$ cat config.mk
export PLATFORM = sky130hd
export DESIGN_NAME = cordic_iter_engine
export DESIGN_NICKNAME = d
export VERILOG_FILES = /design/src/rtl/cordic_pkg.sv /design/src/rtl/cordic_micro_rot.sv /design/src/rtl/cordic_iter_engine.sv
export SDC_FILE = /design/constraint.sdc
export NUM_CORES = 1
export LEC_CHECK = 0
export CAP_MARGIN = 30
export CORE_MARGIN = 4
export CORE_UTILIZATION = 55
export DETAILED_ROUTE_END_ITERATION = 16
export HOLD_SLACK_MARGIN = 0.1
export PLACE_DENSITY = 0.8
export REMOVE_ABC_BUFFERS = 1
export SLEW_MARGIN = 20
export SYNTH_ARGS = -nofsm -noshare
export SYNTH_HDL_FRONTEND = slang
export SYNTH_SLANG_ARGS = --single-unit
$ cat constraint.sdc
create_clock -name clk -period 6.5 [get_ports clk]
set_input_delay 0.975 -clock clk [delete_from_list [all_inputs] [get_ports clk]]
set_output_delay 0.975 -clock clk [all_outputs]
set_load 0.005 [all_outputs]
$ cat src/rtl/cordic_pkg.sv
// Shared constants, mode encodings and FSM states for the iterative CORDIC engine.
// Angles and gains are Q1.30; consumers shift them down to their own fraction width.
package cordic_pkg;

  localparam int CNT_W = 5;

  localparam logic [1:0] MODE_ROTATE = 2'b00;
  localparam logic [1:0] MODE_VECTOR = 2'b01;

  typedef enum logic [1:0] {
    ST_IDLE = 2'd0,
    ST_PRE  = 2'd1,
    ST_ITER = 2'd2,
    ST_DONE = 2'd3
  } state_t;

  localparam logic signed [63:0] K_Q30   = 64'sd652032874;
  localparam logic signed [63:0] PI_Q30  = 64'sd3373259426;
  localparam logic signed [63:0] PIH_Q30 = 64'sd1686629713;

  // atan(2^-i) scaled by 2^30
  localparam logic [31:0] ATAN_Q30 [32] = '{
    32'd843314857, 32'd497837829, 32'd263043836, 32'd133525159,
    32'd67021686,  32'd33543516,  32'd16775851,  32'd8388437,
    32'd4194283,   32'd2097149,   32'd1048576,   32'd524288,
    32'd262144,    32'd131072,    32'd65536,     32'd32768,
    32'd16384,     32'd8192,      32'd4096,      32'd2048,
    32'd1024,      32'd512,       32'd256,       32'd128,
    32'd64,        32'd32,        32'd16,        32'd8,
    32'd4,         32'd2,         32'd1,         32'd0
  };

endpackage

$ cat src/rtl/cordic_micro_rot.sv
// One combinational CORDIC shift-add micro-rotation, reused every iteration.
// Zero latency; no handshake, the owning FSM decides when results are taken.
module cordic_micro_rot
  import cordic_pkg::*;
#(
  parameter int IW = 34
) (
  input  logic signed [IW-1:0] x,
  input  logic signed [IW-1:0] y,
  input  logic signed [IW-1:0] z,
  input  logic [CNT_W-1:0]     i,
  input  logic [1:0]           mode,
  input  logic signed [IW-1:0] atan_i,
  output logic signed [IW-1:0] x_nxt,
  output logic signed [IW-1:0] y_nxt,
  output logic signed [IW-1:0] z_nxt
);

  logic                 d_pos;
  logic signed [IW-1:0] x_sh;
  logic signed [IW-1:0] y_sh;

  always_comb begin
    // rotate drives z to zero; vector drives y to zero
    d_pos = (mode == MODE_ROTATE) ? ~z[IW-1] : y[IW-1];
    x_sh  = x >>> i;
    y_sh  = y >>> i;
    if (d_pos) begin
      x_nxt = x - y_sh;
      y_nxt = y + x_sh;
      z_nxt = z - atan_i;
    end else begin
      x_nxt = x + y_sh;
      y_nxt = y - x_sh;
      z_nxt = z + atan_i;
    end
  end

endmodule

$ cat src/rtl/cordic_iter_engine.sv
// Iterative CORDIC (rotate: cos/sin, vector: magnitude/atan2), one micro-rotation per clock.
// Result valid ITER+1 cycles after accept; result held until out_ready, in_ready low while busy.
module cordic_iter_engine
  import cordic_pkg::*;
#(
  parameter int DW   = 32,
  parameter int FRAC = 28,
  parameter int ITER = 16
) (
  input  logic                 clk,
  input  logic                 rst_n,
  input  logic                 in_valid,
  output logic                 in_ready,
  input  logic [1:0]           mode,
  input  logic signed [DW-1:0] din_x,
  input  logic signed [DW-1:0] din_y,
  input  logic signed [DW-1:0] din_z,
  output logic                 out_valid,
  input  logic                 out_ready,
  output logic signed [DW-1:0] res0,
  output logic signed [DW-1:0] res1,
  output logic                 out_err
);

  localparam int IW = DW + 2;
  localparam int SH = 30 - FRAC;

  localparam logic signed [IW-1:0] K_I   = IW'(K_Q30 >>> SH);
  localparam logic signed [IW-1:0] PI_I  = IW'(PI_Q30 >>> SH);
  localparam logic signed [IW-1:0] PIH_I = IW'(PIH_Q30 >>> SH);

  state_t state, state_nxt;
  logic [CNT_W-1:0] cnt;
  logic             accept;
  logic             last;

  logic [1:0]           req_mode;
  logic signed [DW-1:0] req_x, req_y, req_z;
  logic signed [IW-1:0] req_x_ext, req_y_ext, req_z_ext;
  logic                 req_legal;
  logic                 vec_zero;

  logic signed [IW-1:0] x, y, z;
  logic signed [IW-1:0] pre_x, pre_y, pre_z;
  logic signed [IW-1:0] rot_x, rot_y, rot_z;
  logic signed [IW-1:0] atan_i;

  assign req_x_ext = {{2{req_x[DW-1]}}, req_x};
  assign req_y_ext = {{2{req_y[DW-1]}}, req_y};
  assign req_z_ext = {{2{req_z[DW-1]}}, req_z};
  assign req_legal = (req_mode == MODE_ROTATE) || (req_mode == MODE_VECTOR);
  assign vec_zero  = (req_x == '0) && (req_y == '0);
  assign atan_i    = IW'($signed({1'b0, ATAN_Q30[cnt]}) >>> SH);

  always_comb begin
    state_nxt = state;
    in_ready  = 1'b0;
    out_valid = 1'b0;
    accept    = 1'b0;
    last      = 1'b0;
    case (state)
      ST_IDLE: begin
        in_ready = 1'b1;
        if (in_valid) begin
          accept    = 1'b1;
          state_nxt = ST_PRE;
        end
      end
      ST_PRE: state_nxt = ST_ITER;
      ST_ITER: begin
        if (cnt == CNT_W'(ITER - 1)) begin
          last      = 1'b1;
          state_nxt = ST_DONE;
        end
      end
      ST_DONE: begin
        out_valid = 1'b1;
        if (out_ready) begin
          in_ready = 1'b1;
          if (in_valid) begin
            accept    = 1'b1;
            state_nxt = ST_PRE;
          end else begin
            state_nxt = ST_IDLE;
          end
        end
      end
      default: state_nxt = ST_IDLE;
    endcase
  end

  // quadrant correction keeps the iteration inside its +/-pi/2 convergence range
  always_comb begin
    pre_x = '0;
    pre_y = '0;
    pre_z = '0;
    if (req_mode == MODE_ROTATE) begin
      pre_x = K_I;
      pre_z = req_z_ext;
      if (req_z_ext > PIH_I) begin
        pre_z = req_z_ext - PI_I;
        pre_x = -K_I;
      end else if (req_z_ext < -PIH_I) begin
        pre_z = req_z_ext + PI_I;
        pre_x = -K_I;
      end
    end else if (req_mode == MODE_VECTOR) begin
      pre_x = req_x_ext;
      pre_y = req_y_ext;
      if (req_x[DW-1]) begin
        pre_x = -req_x_ext;
        pre_y = -req_y_ext;
        pre_z = req_y[DW-1] ? -PI_I : PI_I;
      end
    end
  end

  cordic_micro_rot #(
    .IW(IW)
  ) u_rot (
    .x      (x),
    .y      (y),
    .z      (z),
    .i      (cnt),
    .mode   (req_mode),
    .atan_i (atan_i),
    .x_nxt  (rot_x),
    .y_nxt  (rot_y),
    .z_nxt  (rot_z)
  );

  always_ff @(posedge clk or negedge rst_n) begin
    if (!rst_n) begin
      state    <= ST_IDLE;
      cnt      <= '0;
      req_mode <= MODE_ROTATE;
      req_x    <= '0;
      req_y    <= '0;
      req_z    <= '0;
      x        <= '0;
      y        <= '0;
      z        <= '0;
      res0     <= '0;
      res1     <= '0;
      out_err  <= 1'b0;
    end else begin
      state <= state_nxt;
      if (accept) begin
        req_mode <= mode;
        req_x    <= din_x;
        req_y    <= din_y;
        req_z    <= din_z;
        if ((mode == MODE_ROTATE) || (mode == MODE_VECTOR)) begin
          out_err <= 1'b0;
        end
      end
      if (state == ST_PRE) begin
        x   <= pre_x;
        y   <= pre_y;
        z   <= pre_z;
        cnt <= '0;
      end
      if (state == ST_ITER) begin
        cnt <= cnt + 1'b1;
        if (req_legal) begin
          x <= rot_x;
          y <= rot_y;
          z <= rot_z;
        end
        if (last) begin
          if (!req_legal) begin
            res0    <= '0;
            res1    <= '0;
            out_err <= 1'b1;
          end else if ((req_mode == MODE_VECTOR) && vec_zero) begin
            // a zero vector has no defined angle; report it as all zeros
            res0    <= '0;
            res1    <= '0;
            out_err <= 1'b0;
          end else begin
            res0    <= rot_x[DW-1:0];
            res1    <= (req_mode == MODE_VECTOR) ? rot_z[DW-1:0] : rot_y[DW-1:0];
            out_err <= 1'b0;
          end
        end
      end
    end
  end

endmodule

==> impl_metrics.csv <==
group,metric,value,unit
critical_path,worst-path-max-fanout,8,
place,place.gp.congestion,1.03,
clocking,cts_inserted_buffers,34,
timing,setup_viol,0,
synthesis,yosys.area.top_type,"dfrtp_1",
finish,drive_gt1_share,19.1,%
clocking,clock_latency,0.56,ns
route,top_layer_used,"met5",
route,wl,99.9,mm
critical_path,critPathBufInv,5,
floorplanning,start_util,55.5,%
timing,tns,0,ns
critical_path,slowest_stage,"mux4_2",
floorplanning,fp.dieH,222,µm
route,wl_per_cell,26.2,µm
synthesis,synth_cells,2900,
min_path,hp-class,"in2async",
clocking,cts_tree,"yes",
critical_path,critPathCaptureType,"flip-flop",
timing,rsz0062_at_grt,"true",
global_route,gr-total-overflow,0,
route,wl_met2,43.6,mm
timing,fin_worst_skew,0.0185,ns
floorplanning,io_pins,169,
run,maxCapViolCount,0,
route,drt_iter0_markers,3390,
clocking,cts_root_buf,"clkbuf_16",
route,dr.pass1.iters,8,
place,numPortBuffers,168,
synthesis,synth_area,25100,µm²
synthesis,yosysUniqueCellTypes,88,
critical_path,worst_r2r_endpoint,"res1[31]",
place,place_hpwl,74.2,mm
global_route,grt_pass1_wl,151,mm
floorplanning,coreArea,45300,µm²
synthesis,yosysTopAreaCellShare,27.1,%
clocking,htree_levels,2,
timing,fmax,0.157,GHz
synthesis,yosysWarnings,0,
synthesis,ys_ff_latch,272,
clocking,cts_hold_buf,0,
critical_path,ff2ff_path_depth,26,
route,ant_nets,0,
critical_path,cpMostUsedCell,"buf_4",
critical_path,startpoint_type,"flip-flop",
clocking,clock_sinks,272,
timing,layout_min_cycle_time,6.38,ns
timing,relSlewSlack,36.2,%
floorplanning,num_rows,78,
synthesis,seq_area_frac_synth,27.1,%
synthesis,ys.flop_type,"dfrtp_1",
timing,fin_crit_sh,98.1,%
route,drt-met1-wl,39.8,mm
route,num_vias,26100,
global_route,antenna_found_initial,4,
floorplanning,die_x,222,µm
floorplanning,dieArea,49200,µm²
synthesis,ys_async_sr_fraction,100,%
finish,fin_nets,3422,
critical_path,crit_arrival,6.84,ns
synthesis,synth_area_leaders,"dfrtp_1, ha_1, xnor2_1",
route,viasPerCell,6.84,
route,wl_met3,12.2,mm
timing,worst_pin_slew,0.954,ns
clocking,path_clk_slew,0.06,ns
run_status,status,"complete, no violations",
route,drc,0,
global_route,grt_pass1_vias,25100,
critical_path,cp_top_family,"compound AO/OA/AOI/OAI gates",
clocking,clockBufferDepth,3,
timing,slew_viol_final,0,
synthesis,synth_edf_count,0,
critical_path,slowest_delay,0.59,ns
synthesis,syn_area_per_cell,8.67,µm²
global_route,grt_max_degree,136,
critical_path,reg2reg_from,"cnt[0]",
critical_path,worst-r2r-setup-slack,0.12,ns
critical_path,crit_required,6.96,ns
timing,hold_violations,0,
global_route,grtUsageTotal,38.7,%
finish,area_growth,21.2,%
critical_path,criticalPathCategory,"reg2reg",
placed cells by master, fill, tap and decap left out, types with 19 or more instances in the layout:
cell	count
clkdlybuf4s50_1	167
a21o_1	59
a22o_1	39
ha_1	121
a31oi_1	24
mux4_2	67
o21bai_1	22
and3_1	26
o21a_1	20
buf_4	264
or2_2	19
dfrtp_1	266
nand2_1	276
o22ai_1	31
inv_1	69
or3_1	22
a21oi_1	215
a221oi_1	54
nand2b_1	30
nor2b_1	19
xnor2_1	165
o31ai_1	31
a211oi_1	22
mux2_2	110
mux2i_1	52
clkbuf_16	35
nor2_1	233
o21ai_0	221
xor2_1	93
nand3_1	56
nor3_1	37
o211ai_1	19
final cells by class:
type | instances | area [µm²]
inverter | 72 | 272
multi-input combinational | 2367 | 17500
timing repair buffer | 448 | 3940
antenna | 1 | 2.50
clock inverter | 9 | 129
fill | 3669 | 14800
tap | 600 | 751
sequential | 272 | 6820
clock buffer | 50 | 1030
synthesized netlist by cell type, types with 52 or more instances:
| cell type | count |
|---|---|
| nand2_1 | 281 |
| dfrtp_1 | 272 |
| nor2_1 | 238 |
| o21ai_0 | 229 |
| a21oi_1 | 219 |
| xnor2_1 | 169 |
| clkbuf_1 | 127 |
| ha_1 | 122 |
| mux2_2 | 110 |
| xor2_1 | 93 |
| inv_1 | 70 |
| mux4_2 | 65 |
| a21o_1 | 59 |
| nand3_1 | 57 |
| a221oi_1 | 56 |
| mux2i_1 | 52 |
logic make-up (layout without fill, tap and decap cells):
kind of cell	after synthesis	count (layout)	share of synthesized area [%]
AOI/OAI and AO/OA	919	919	24.0
and+or+nand+nor	824	824	15.3
DFF	272	272	27.1
xor gates and xnor gates	262	262	9.13
buffers and inverters	261	579	4.30
muxes	237	237	13.9
adders and majority gates	125	125	6.31
other	0	1	0
per-stage QoR:
stage | cell area, µm² | hold WS, ns | cells | setup slack, ns | util (%)
after detailed placement | 28900 | 0.469 | 3735 | -0.317 | 63.7
after CTS | 30100 | 0.404 | 3796 | 0.00448 | 66.5
final | 30500 | 0.392 | 3819 | 0.122 | 67.3
after global placement | 28800 | 0.466 | 3732 | -0.0795 | 63.7
after global routing | 30500 | 0.432 | 3818 | -0.0322 | 67.3
after floorplan | 24300 | 0.473 | 2711 | -2.05 | -
state kept, by name, indices dropped and copies added, names as in the netlist:
name	flops
y	34
req_x	32
req_y	32
x	34
state	2
res1	32
out_err	1
req_z	32
req_mode	2
z	34
res0	32
cnt	5
repair_timing:
action,in CTS,in global routing
endpoints found under the hold margin,0,0
pin swaps,1,24
resized for setup,10,51
endpoints found under the setup margin,18,40
cloned,1,0
buffers inserted,1,21
per-layer routing:
layer	vias up	global-route usage [%]
met2	1751	59.0
met4	12	13.9
li1	11300	-
met3	318	9.77
met5	-	0
met1	12700	53.9
worst max path at each step:
stage	from	endpoint	slack, ns	cells past startpoint
3_3_place_gp	cnt[0]	res1[30]	-0.08	23
2_1_floorplan	cnt[0]	res1[30]	-2.05	19
6_report	cnt[0]	res1[31]	0.12	26
3_5_place_dp	cnt[0]	res1[30]	-0.32	23
5_1_grt	cnt[0]	res1[31]	-0.03	27
4_1_cts	cnt[0]	res1[30]	0.004	23
Power is not shown: default switching activity piles up to over one toggle a cycle in this logic, so the estimate is an artifact.
